### src/rtl/riscv_retire_monitor_pkg.sv
// Shared encodings for the retire monitor: retire kinds, halt FSM states, default halt words.
// Latency: n/a (definitions only).
// Backpressure: n/a (definitions only).
package riscv_retire_monitor_pkg;

   // Retire kind encodings carried on RET_KIND
   localparam logic [1:0] KIND_RF   = 2'd0;   // register write, value is RF_WD
   localparam logic [1:0] KIND_ST   = 2'd1;   // store, value is store address
   localparam logic [1:0] KIND_BR   = 2'd2;   // branch, value is {31'b0, taken}
   localparam logic [1:0] KIND_NONE = 2'd3;   // no observable output (e.g. write to x0)

   // Default halt sequence: addi x1,x0,12 followed directly by jalr x0,0(x1)
   localparam logic [31:0] DEF_HALT_INST0 = 32'h00c0_0093;
   localparam logic [31:0] DEF_HALT_INST1 = 32'h0000_8067;

   // Halt detector states
   typedef enum logic [1:0] {
      ST_RUN    = 2'd0,
      ST_ARMED  = 2'd1,
      ST_HALTED = 2'd2
   } halt_state_t;

   // True when a retire of this kind publishes a checkpoint value
   function automatic logic kind_has_output(input logic [1:0] kind);
      logic has_out;
      case (kind)
         KIND_RF, KIND_ST, KIND_BR: has_out = 1'b1;
         KIND_NONE:                 has_out = 1'b0;
         default:                   has_out = 1'b0;
      endcase
      return has_out;
   endfunction

endpackage

### src/rtl/riscv_halt_detect.sv
// Halt-sequence detector: watches accepted retires for HALT_INST0 immediately followed by HALT_INST1.
// Latency: halt registered at the edge accepting HALT_INST1; ret_ready decodes state combinationally.
// Backpressure: ret_ready drops once halted and stays low until RST.
module riscv_halt_detect
   import riscv_retire_monitor_pkg::*;
#(
   parameter logic [31:0] HALT_INST0 = DEF_HALT_INST0,
   parameter logic [31:0] HALT_INST1 = DEF_HALT_INST1
) (
   input  logic        CLK,
   input  logic        RST,
   input  logic        ret_acc,
   input  logic [31:0] ret_inst,
   output logic        halt,
   output logic        ret_ready
);

   halt_state_t state;

   // Halt FSM; idle cycles in ARMED keep the partial sequence alive
   always_ff @(posedge CLK) begin
      if (RST) begin
         state <= ST_RUN;
         halt  <= 1'b0;
      end else begin
         case (state)
            ST_RUN: begin
               if (ret_acc && (ret_inst == HALT_INST0)) begin
                  state <= ST_ARMED;
               end
            end
            ST_ARMED: begin
               if (ret_acc) begin
                  if (ret_inst == HALT_INST1) begin
                     state <= ST_HALTED;
                     halt  <= 1'b1;
                  end else if (ret_inst == HALT_INST0) begin
                     state <= ST_ARMED;
                  end else begin
                     state <= ST_RUN;
                  end
               end
            end
            ST_HALTED: begin
               halt <= 1'b1;
            end
            default: begin
               state <= ST_RUN;
               halt  <= 1'b0;
            end
         endcase
      end
   end

   // Retires are refused only after the halt sequence completes
   always_comb begin
      ret_ready = (state != ST_HALTED);
   end

endmodule

### src/rtl/riscv_retire_monitor.sv
// Retire monitor: counts retired instructions, publishes the checkpoint value, flags the halt sequence.
// Latency: NUM_INST/OUTPUT_PORT/HALT update at the edge that accepts the retire (visible next cycle).
// Backpressure: RET_READY low once halted; retires offered then are dropped without effect.
module riscv_retire_monitor
   import riscv_retire_monitor_pkg::*;
#(
   parameter logic [31:0] HALT_INST0 = DEF_HALT_INST0,
   parameter logic [31:0] HALT_INST1 = DEF_HALT_INST1,
   parameter int          CNT_W      = 32
) (
   input  logic             CLK,
   input  logic             RST,
   input  logic             RET_VALID,
   input  logic [31:0]      RET_INST,
   input  logic [1:0]       RET_KIND,
   input  logic [31:0]      RET_VAL,
   output logic             RET_READY,
   output logic [CNT_W-1:0] NUM_INST,
   output logic [31:0]      OUTPUT_PORT,
   output logic             HALT
);

   logic ret_acc;

   // A retire counts only when offered while the monitor is still running
   always_comb begin
      ret_acc = RET_VALID & RET_READY;
   end

   riscv_halt_detect #(
      .HALT_INST0 (HALT_INST0),
      .HALT_INST1 (HALT_INST1)
   ) u_halt_detect (
      .CLK       (CLK),
      .RST       (RST),
      .ret_acc   (ret_acc),
      .ret_inst  (RET_INST),
      .halt      (HALT),
      .ret_ready (RET_READY)
   );

   // Count and checkpoint value move on the same edge so the consumer sees a consistent pair
   always_ff @(posedge CLK) begin
      if (RST) begin
         NUM_INST    <= '0;
         OUTPUT_PORT <= '0;
      end else if (ret_acc) begin
         if (NUM_INST != {CNT_W{1'b1}}) begin
            NUM_INST <= NUM_INST + CNT_W'(1);
         end
         if (kind_has_output(RET_KIND)) begin
            OUTPUT_PORT <= RET_VAL;
         end
      end
   end

endmodule

### config.mk
export PLATFORM = sky130hd
export DESIGN_NAME = riscv_retire_monitor
export DESIGN_NICKNAME = d
export VERILOG_FILES = /design/src/rtl/riscv_retire_monitor_pkg.sv /design/src/rtl/riscv_halt_detect.sv /design/src/rtl/riscv_retire_monitor.sv
export SDC_FILE = /design/constraint.sdc
export NUM_CORES = 1
export LEC_CHECK = 0
export CORE_MARGIN = 2
export CORE_UTILIZATION = 47
export CTS_BUF_LIST = sky130_fd_sc_hd__clkbuf_2
export DETAILED_ROUTE_END_ITERATION = 10
export GPL_TIMING_DRIVEN = 0
export PLACE_DENSITY = 0.88
export SLEW_MARGIN = 30
export SYNTH_ARGS = -nofsm -noshare
export SYNTH_HDL_FRONTEND = slang
export SYNTH_SLANG_ARGS = --single-unit
### constraint.sdc
create_clock -name CLK -period 5.8 [get_ports CLK]
set_clock_uncertainty 0.05 [all_clocks]
set_input_delay 1.16 -clock CLK [delete_from_list [all_inputs] [get_ports CLK]]
set_output_delay 1.16 -clock CLK [all_outputs]
set_load 0.05 [all_outputs]
* After elaboration in Yosys (flattened, before gate mapping)
Cells that the tools add are included.
** Word-level totals
- Register bits :: 67
- Input port bits :: 69
- Output and inout bits :: 66
** Operators by class
- Add/subtract/negate cells :: 1
- Equal/unequal tests :: 12
- Multiplexer cells :: 11
- Bitwise logic cells :: 3
- Reductions and logical operators :: 8
** Operators with widths (number)
- $add A32 B1 Y32 const B :: 1
- $eq A32 B16 Y1 const B :: 1
- $eq A32 B24 Y1 const B :: 1
- $ne A32 B32 Y1 const B :: 1
- $eq A2 B2 Y1 const B :: 3
- $mux W2 :: 3
- $ne A2 B1 Y1 const B :: 3
- $pmux W2 S3 :: 1
- $reduce_and A3 Y1 :: 2
- $mux W1 :: 5
- $eq A2 B1 Y1 const B :: 2
- $logic_not A2 Y1 :: 2
- $reduce_and A2 Y1 :: 2
- $pmux W1 S3 :: 1
- $reduce_or A3 Y1 :: 1
- $ne A2 B2 Y1 const B :: 1
- $not A1 Y1 :: 2
- $pmux W1 S2 :: 1
- $and A1 B1 Y1 :: 1
- $logic_and A1 B1 Y1 :: 1

* Longest topological paths before layout
Gate-level depths: netlist of the first run.
- Word-level depth :: 6
- Depth in mapped cells :: 8
- Mapped depth without buffers :: 7

* Cells and area by module
Synthesis of the first run repeated with hierarchy kept, for this count alone.
** Unflattened totals
- Cells, all modules :: 369
- Area, all modules :: 3070.4 sq um
** Modules (own cells, without submodules)
- riscv_retire_monitor :: times used 1, cells an instance 331, area each 2725.1 sq um
- riscv_halt_detect :: times used 1, cells an instance 38, area each 345.3 sq um

* Least setup slack after synthesis of the first run
OpenSTA, ideal clock, no wires.
- Path type :: in2reg
- Start point :: input port RET_VALID
- End point :: register NUM_INST[11]
- Data arrival time :: 2.209 ns
- Data required time :: 5.680 ns
- Setup slack :: 3.471 ns
- Stages on the path :: 5
- Path buffers :: 1
- Cells stage by stage :: nand2b_1 a31o_2 buf_2 or4_1 a21oi_1
** Between the ends
- Cells in the longest elaborated chain, start to end :: 2
** Ends and longest elaborated chain
- start, declared :: RTL line riscv_retire_monitor.sv:13 : input logic RET_VALID,
- $and A1 B1 Y1 :: RTL line riscv_retire_monitor.sv:27 : ret_acc = RET_VALID & RET_READY;
- $reduce_and A2 Y1 (no line)
- end signal, assigned :: RTL line riscv_retire_monitor.sv:49 : NUM_INST <= NUM_INST + CNT_W'(1);
- end, declared :: RTL line riscv_retire_monitor.sv:18 : output logic [CNT_W-1:0] NUM_INST,
Every way passes these cells.
A chain may end at the register's enable or synchronous reset.

* Final worst setup path of the first run
- Start point :: register u_halt_detect.state[0]
- End point :: output port RET_READY
** Between the ends
- Cells in the longest elaborated chain, start to end :: 1
** Ends and longest elaborated chain
- start, declared :: RTL line riscv_halt_detect.sv:18 : halt_state_t state;
- start signal, assigned :: RTL line riscv_halt_detect.sv:23 : state <= ST_RUN;
- start signal, assigned :: RTL line riscv_halt_detect.sv:29 : state <= ST_ARMED;
- start signal, assigned :: RTL line riscv_halt_detect.sv:35 : state <= ST_HALTED;
- $ne A2 B2 Y1 :: RTL line riscv_halt_detect.sv:57 : ret_ready = (state != ST_HALTED);
- end, declared :: RTL line riscv_retire_monitor.sv:17 : output logic RET_READY,
Every way passes these cells.

==> results of run 1 <==
==> synthesized netlist by cell type, types with 2 or more instances <==
master     instances  area (um2)
nand2_1           83         312
mux2i_1            2        20.0
nor3_1             4        20.0
o41ai_1            5        43.8
or3_1             12        75.1
nor4_1             6        37.5
nand3_1           12        60.1
xor2_1             2        17.5
dfxtp_1           67        1340
and4_1             3        26.3
inv_1             10        37.5
nand4b_1           2        17.5
ha_1               4        50.1
and2_1             3        18.8
o31ai_1           11        82.6
nand4_1            9        56.3
clkbuf_1          13        48.8
nor4bb_1           5        50.1
o21ai_1            6        30.0
nand4bb_1          2        22.5
nor2_1            16        60.1
a21oi_1           63         315
buf_2              4        20.0
or4_1             12        90.1
nand2b_1           3        18.8
o21ai_0            7        35.0
==> layer usage <==
metal / global-route usage / wire [um] / part of all wire / up-vias
met1: 0.317 / 3850 / 0.41 / 1567
met3: 0.0639 / 692 / 0.074 / 15
met4: 0.0837 / 144 / 0.015 / 0
li1: - / - / - / 1664
met5: 0 / 0 / 0 / -
met2: 0.448 / 4720 / 0.50 / 136
==> cells in the final DEF (no fill, tap or decap), drive strengths merged <==
master	count
a21oi	63
a2bb2oi	1
a31o	1
and2	3
and4	3
buf	6
clkbuf	22
clkdlybuf4s50	134
clkinv	5
clkinvlp	1
dfxtp	67
ha	4
inv	11
mux2i	2
nand2	83
nand2b	3
nand3	12
nand4	11
nand4b	2
nand4bb	2
nor2	16
nor2b	1
nor3	4
nor4	7
nor4bb	5
o211ai	1
o21ai	13
o21ba	1
o31a	1
o31ai	11
o41ai	5
or2	1
or3	12
or4	12
or4b	1
xnor2	1
xor2	2
==> per-stage QoR <==
stage | util | setup slack [ns] | cells | total power [mW]
2_1_floorplan | - | 3.47 | 380 | 0.577
3_3_place_gp | 0.712 | 2.78 | 591 | 0.660
3_5_place_dp | 0.712 | 2.76 | 591 | 0.664
4_1_cts | 0.727 | 2.52 | 607 | 0.890
5_1_grt | 0.727 | 2.41 | 607 | 0.924
6_report | 0.727 | 2.51 | 607 | 0.892
==> state kept, by name, indices dropped and copies added (netlist names) <==
name	count
NUM_INST	32
OUTPUT_PORT	32
u_halt_detect.state	2
u_halt_detect.halt	1
==> worst max-delay path, delay by kind of cell (launching register included) <==
family	cells	cell delay (ns)
adder cells (fa/ha/maj)	1	0.25
buffers and inverters	3	0.94
flip-flops	1	0.41
==> logic make-up after synthesis <==
logic type | Yosys count
xor gates and xnor gates | 3
adders and majority gates | 4
muxes | 2
AOI/OAI and AO/OA | 97
DFF | 67
and+or+nand+nor | 178
buffers and inverters | 29
==> path summary, 6_finish.rpt <==
kind | startpoint | slack (ns) | to | depth (start not counted)
max | u_halt_detect.state[0] | 2.51 | RET_READY | 4
min | OUTPUT_PORT[2] | 0.42 | OUTPUT_PORT[2] | 2
max reg2reg | NUM_INST[16] | 3.50 | NUM_INST[1] | 7
min reg2reg | OUTPUT_PORT[2] | 0.42 | OUTPUT_PORT[2] | 2
==> where the power goes <==
part / internal [mW] / switching [mW] / leakage [nW] / total [mW]
registers: 0.475 / 0.00814 / 0.545 / 0.483
clock network: 0.0550 / 0.182 / 0.0595 / 0.237
logic: 0.0772 / 0.0950 / 0.937 / 0.172
total: 0.607 / 0.285 / 1.54 / 0.892
==> area by class of cell <==
cell class,count,area [um2],share of cell area
well taps,77,96.3,0.0210
clock buffers,9,45.0,0.00982
repair buffers,134,1340,0.292
plain buffers,19,87.6,0.0191
inverters,10,37.5,0.00818
multi-input cells,284,1590,0.348
flip-flops and latches,67,1340,0.292
clock inverters,7,43.8,0.00955
==> flow_summary.ini, run 1 <==
[routing]
vias = 3382
vias_per_cell = 5.57
drc = 0
drtPass1Iterations = 5
drt_wl_total_um = 9410
drtIter0Drc = 213
wl_per_cell_um = 15.5
antenna_left = 0

[global_route]
grt.total_usage = 0.259
gr-total-overflow = 0
grt_pass1_wl_um = 15200
grt_start_max_net_pins = 13
grt_antenna_before_repair = 0
grt_pass1_vias = 3257

[floorplanning]
initial_utilization = 0.485
chipWidth_um = 84.7
core_um2 = 6310
rows = 29
die_h_um = 84.7
die_area_um2 = 7170
ios = 135

[timing]
rsz0062_at_grt = no
whs_ns = 0.417
worstMarginPinSlew_ns = 0.547
period_share = 0.567
maxSlewHeadroom = 0.636
fin_setup_tns_ns = 0
timing_hold_violations_final = 0
slew_violations = 0
finalSetupViolCount = 0
fmax_ghz = 0.304
period_needed_ns = 3.29

[setup_path]
arrival_ns = 2.08
critical_path_class = reg2out
path_cells = inv_1 > ha_1 > inv_1 > clkdlybuf4s50_1
critPathCaptureType = output pin
worst_path_most_repeated_cell = inv_1
cp_slowest_cell = clkdlybuf4s50_1
critPathMaxStageDelay_ns = 0.79
cp_max_fo = 4
cp_data_required_time_ns = 4.59
critPathLaunchType = flip-flop

[clock_tree]
cts-root-buf = clkbuf_2
cts_setup_buffers = 0
cts_tree = done
clockBufferDepth = 2
path_clk_slew_ns = 0.20
cts.repair.resized = 0
h-tree-depth = 3
cts_num_sinks = 67
cts_hold_buf = 0
clk-insertion-delay-late_ns = 0.50
numCtsBuffers = 9

[synth]
synth_cells = 380
synthAdderAreaFrac = 0.0164
ys_seq_area_frac = 0.438
avgSynthCellArea_um2 = 8.05
synthFlopType = dfxtp_1
synth_nets = 453
yosysUniqueCellTypes = 40
synth-seq-cells = 67
synth_mux_area_frac = 0.00654
synth_top_family_by_area = simple AND/OR/NAND/NOR gates
ys_async_sr_fraction = 0
synth-edff-count = 0
synth_xor_xnor_area_share = 0.00859
ys_warn_count = 0
synthesis.area_um2 = 3060
synthSimpleGateAreaFrac = 0.308
synth_compound_area_frac = 0.182

[cells_and_area]
n_antenna_cell = 0
areaGrowthSynthToFinish_pct = 49.9
design_area_um2 = 4590
drive_gt1_frac = 0.0509
n_fill_cell = 504
final_nets = 598

[worst_hold_path]
min_path_type = reg2reg

[run]
max_cap_violations = 0

[power]
peakVddDrop_mv = 0.181
leakagePower_nw = 1.54
power_density_nw_per_um2 = 195

[placed_design]
dp_hpwl_um = 7110
port_buffers = 134
post_dp_cell_area_um2 = 4500
place_congestion = 0.848

[outcome]
status = finished, final reports clean
(Power assumes the default switching activity.)
==> run 2: changes to the inputs <==
Settings changed: CORE_UTILIZATION 47 to 43, PLACE_DENSITY 0.88 to 0.82.
Clock period 5.8 ns to 3.4 ns, I/O delays scaled along.
==> flow_summary.ini, run 2 (synthesis gave the netlist of run 1 again) <==
[setup_path]
worst-path-stages = 4
cp_slowest_cell = clkdlybuf4s50_1
critPathCaptureType = output pin
cp_max_fo = 4
critical_path_class = reg2out
r2r-start = u_halt_detect.state[0]
path_buf_inv = 3
arrival_ns = 2.07
worst_path_most_repeated_cell = inv_1
path_cells = inv_1 > ha_1 > inv_1 > clkdlybuf4s50_1
r2r_slack_ns = 1.21
critPathTopFamily = buffers and inverters
critPathLaunchType = flip-flop
cp-startpoint = u_halt_detect.state[0]
crit_end = RET_READY
cp_data_required_time_ns = 2.67
reg2reg_to = NUM_INST[11]
reg2reg_depth = 7
critPathMaxStageDelay_ns = 0.81

[timing]
slew_violations = 0
period_needed_ns = 2.80
rsz0062_at_grt = no
worstMarginPinSlew_ns = 0.558
timing_hold_violations_final = 0
fin_ws_ns = 0.595
finalSetupViolCount = 0
fin_setup_tns_ns = 0
period_share = 0.825
fmax_ghz = 0.357
maxSlewHeadroom = 0.627

[floorplanning]
ios = 135
initial_utilization = 0.448
core_um2 = 6830
rows = 30
die_area_um2 = 7810
chipWidth_um = 88.4
die_h_um = 88.4

[cells_and_area]
layout_commonest_cell = clkdlybuf4s50_1
final_nets = 598
largestRegisters = NUM_INST (32), OUTPUT_PORT (32), u_halt_detect.state (2)
n_antenna_cell = 0
design_area_um2 = 4640
layout_common_cells = clkdlybuf4s50_1, nand2_1, dfxtp_1
drive_gt1_frac = 0.0509
areaGrowthSynthToFinish_pct = 51.5

[global_route]
grt_pass1_vias = 2981
grt.total_usage = 0.229
gr-total-overflow = 0
grt_start_max_net_pins = 13
grt_pass1_wl_um = 14100
grt_antenna_before_repair = 0

[clock_tree]
cts_tree = done
numCtsBuffers = 9
cts_setup_buffers = 0
path_clk_slew_ns = 0.20
cts-root-buf = clkbuf_2
clk-insertion-delay-late_ns = 0.51
clockBufferDepth = 2
cts.repair.resized = 0
cts_num_sinks = 67
h-tree-depth = 3
cts_hold_buf = 0

[power]
comb_power_share = 0.183
peakVddDrop_mv = 0.238
seqPwrFrac = 0.518
clockPowerShare = 0.299
p_sw_frac = 0.303
switching_power_mw = 0.482
leakagePower_nw = 1.55
power_density_nw_per_um2 = 343
internal_power_mw = 1.11

[routing]
drc = 0
drtIter0Drc = 281
antenna_left = 0
drtPass1Iterations = 4
vias_per_cell = 5.39
wl_per_cell_um = 14.8
drt_wl_total_um = 9250
top_layer = met4
vias = 3377
routed-wl-met3_um = 834
m1WireLength_um = 3770
dr_wl_met2_um = 4490

[outcome]
status = finished, final reports clean

[placed_design]
place_congestion = 0.859
dp_hpwl_um = 6950
post_dp_cell_area_um2 = 4520
pre_cts_ws_ns = 0.789
port_buffers = 134

[worst_hold_path]
min_path_type = reg2reg

[run]
max_cap_violations = 0
run 2: final cells by class:
cell class / instances / area [um2]
Fill cell: 585 / 2200
Multi-Input combinational cell: 284 / 1590
Sequential cell: 67 / 1340
Timing Repair Buffer: 134 / 1340
Tap cell: 96 / 120
Buffer: 19 / 87.6
Clock inverter: 7 / 68.8
Clock buffer: 9 / 45.0
Inverter: 10 / 37.5
run 2: power groups by stage:
stage,Sequential [mW],Combinational (mW),Clock (mW)
floorplan,0.920,0.0639,0
CTS,0.824,0.294,0.478
global placement,0.839,0.289,0
finish,0.824,0.292,0.476
detailed placement,0.840,0.293,0
global route,0.828,0.311,0.506
run 2: tightest hold or removal path, stage by stage (launching register included):
cell and delay [ns]:
dfxtp_1 0.35, nand2_1 0.05, a21oi_1 0.05
run 2: how the worst min path moves through the flow:
stage | endpoint | slack (ns) | cells past startpoint | startpoint
after floorplan | u_halt_detect.state[0] | 0.40 | 2 | u_halt_detect.state[0]
after global placement | OUTPUT_PORT[28] | 0.39 | 2 | OUTPUT_PORT[28]
after detailed placement | OUTPUT_PORT[15] | 0.40 | 2 | OUTPUT_PORT[15]
after CTS | OUTPUT_PORT[15] | 0.42 | 2 | OUTPUT_PORT[15]
after global routing | OUTPUT_PORT[15] | 0.44 | 2 | OUTPUT_PORT[15]
final | OUTPUT_PORT[8] | 0.42 | 2 | OUTPUT_PORT[8]
run 2: metal layers:
layer,track usage,vias to the layer above
li1,-,1660
met1,0.292,1558
met2,0.380,146
met3,0.0513,13
met4,0.0868,0
met5,0,-
run 2: per-stage QoR:
step           hold WS (ns)  power [mW]  instances  utilization
6_report              0.415        1.59        626        0.679
5_1_grt               0.438        1.64        626        0.679
4_1_cts               0.420        1.60        626        0.679
3_5_place_dp          0.398        1.13        610        0.662
3_3_place_gp          0.391        1.13        610        0.662
2_1_floorplan         0.399       0.984        380            -
==> run 3: changes to the inputs <==
Clock period 3.4 ns to 2.7 ns, I/O delays scaled along.
==> flow_summary.ini, run 3 (synthesis gave the netlist of run 1 again) <==
[routing]
vias = 3377
drc = 0
drtIter0Drc = 281
drtPass1Iterations = 4
drt_wl_total_um = 9250
wl_per_cell_um = 14.8
vias_per_cell = 5.39
antenna_left = 0

[clock_tree]
numCtsBuffers = 9
cts_setup_buffers = 0
cts-root-buf = clkbuf_2
cts.repair.resized = 0
cts_hold_buf = 0
path_clk_slew_ns = 0.20
h-tree-depth = 3
cts_num_sinks = 67
clockBufferDepth = 2
clk-insertion-delay-late_ns = 0.51
cts_tree = done

[cells_and_area]
largestRegisters = NUM_INST (32), OUTPUT_PORT (32), u_halt_detect.state (2)
drive_gt1_frac = 0.0509
n_fill_cell = 584
final_nets = 598
stdcell_count = 626
layout_commonest_cell = clkdlybuf4s50_1
seq_area_um2 = 1340
multi_input_area_um2 = 1590
n_antenna_cell = 0
areaGrowthSynthToFinish_pct = 51.6
layout_common_cells = clkdlybuf4s50_1, nand2_1, dfxtp_1

[timing]
slew_violations = 0
whs_ns = 0.415
worstMarginPinSlew_ns = 0.558
finalSetupViolCount = 0
period_share = 0.919
fin_setup_tns_ns = 0
maxSlewHeadroom = 0.627
period_needed_ns = 2.48
timing_hold_violations_final = 0
fmax_ghz = 0.403
rsz0062_at_grt = no

[placed_design]
dp_hpwl_um = 6950
dpl.cell_count = 610
place_congestion = 0.859
port_buffers = 134

[power]
leakagePower_nw = 1.55
power_density_nw_per_um2 = 432
peakVddDrop_mv = 0.299
p_total_mw = 2.00

[global_route]
grt_antenna_before_repair = 0
grt.total_usage = 0.229
gr-total-overflow = 0
grt_start_max_net_pins = 13
grt_pass1_wl_um = 14100
grt_pass1_vias = 2981

[floorplanning]
die_h_um = 88.4
chipWidth_um = 88.4
die_area_um2 = 7810
core_um2 = 6830
ios = 135
rows = 30
initial_utilization = 0.448

[setup_path]
r2r_slack_ns = 0.51
path_buf_inv = 1
critPathMaxStageDelay_ns = 0.87
cp_data_required_time_ns = 2.11
critPathLaunchType = flip-flop
reg2reg_depth = 7
critPathTopFamily = buffers and inverters
cp_slowest_cell = clkdlybuf4s50_1
critical_path_class = reg2out
arrival_ns = 1.89
critPathCaptureType = output pin
cp_max_fo = 7
reg2reg_to = NUM_INST[11]
path_cells = clkdlybuf4s50_1
r2r-start = u_halt_detect.state[0]

[outcome]
status = finished, final reports clean

[worst_hold_path]
min_path_type = reg2reg
hold_end = OUTPUT_PORT[8]
hp-start = OUTPUT_PORT[8]
whs_path_depth = 2

[run]
max_cap_violations = 0
## run 3: per-layer routing
layer | up-vias | wire length [um] | GRT usage
met4 | 0 | 154 | 0.0868
met2 | 146 | 4490 | 0.380
li1 | 1660 | - | -
met5 | - | 0 | 0
met3 | 13 | 834 | 0.0513
met1 | 1558 | 3770 | 0.292
## run 3: worst max path at each step
stage / start / end / slack (ns) / cells after the start
after floorplan: NUM_INST[10] / NUM_INST[1] / 0.45 / 7
after global placement: RET_VALID / NUM_INST[30] / 0.29 / 5
after CTS: u_halt_detect.state[0] / RET_READY / 0.002 / 4
after detailed placement: RET_VALID / NUM_INST[28] / 0.23 / 5
after global routing: NUM_INST[3] / NUM_INST[3] / 0.14 / 1
final: NUM_INST[3] / NUM_INST[3] / 0.22 / 1
## run 3: power by group
| group | total [mW] | switching, mW | internal [mW] |
|---|---|---|---|
| Clock | 0.599 | 0.388 | 0.210 |
| Sequential | 1.04 | 0.0175 | 1.02 |
| Combinational | 0.367 | 0.202 | 0.166 |
## run 3: cell type report
class,count,share of cell area
timing repair buffer,134,0.290
buffer,19,0.0189
inverter,10,0.00809
clock inverter,7,0.0148
tap,96,0.0259
sequential,67,0.289
clock buffer,9,0.00971
multi-input combinational,284,0.344
## run 3: tightest hold or removal path, cell delays in order (launching register included)
cell	delay [ns]
dfxtp_1	0.35
nand2_1	0.05
a21oi_1	0.05
## run 3: stage by stage
stage	instance area, um2	worst slack [ns]	utilization
after floorplan	3060	0.452	-
after global placement	4520	0.285	0.662
after detailed placement	4520	0.229	0.662
after CTS	4640	0.00184	0.679
after global routing	4640	0.138	0.679
final	4640	0.219	0.679
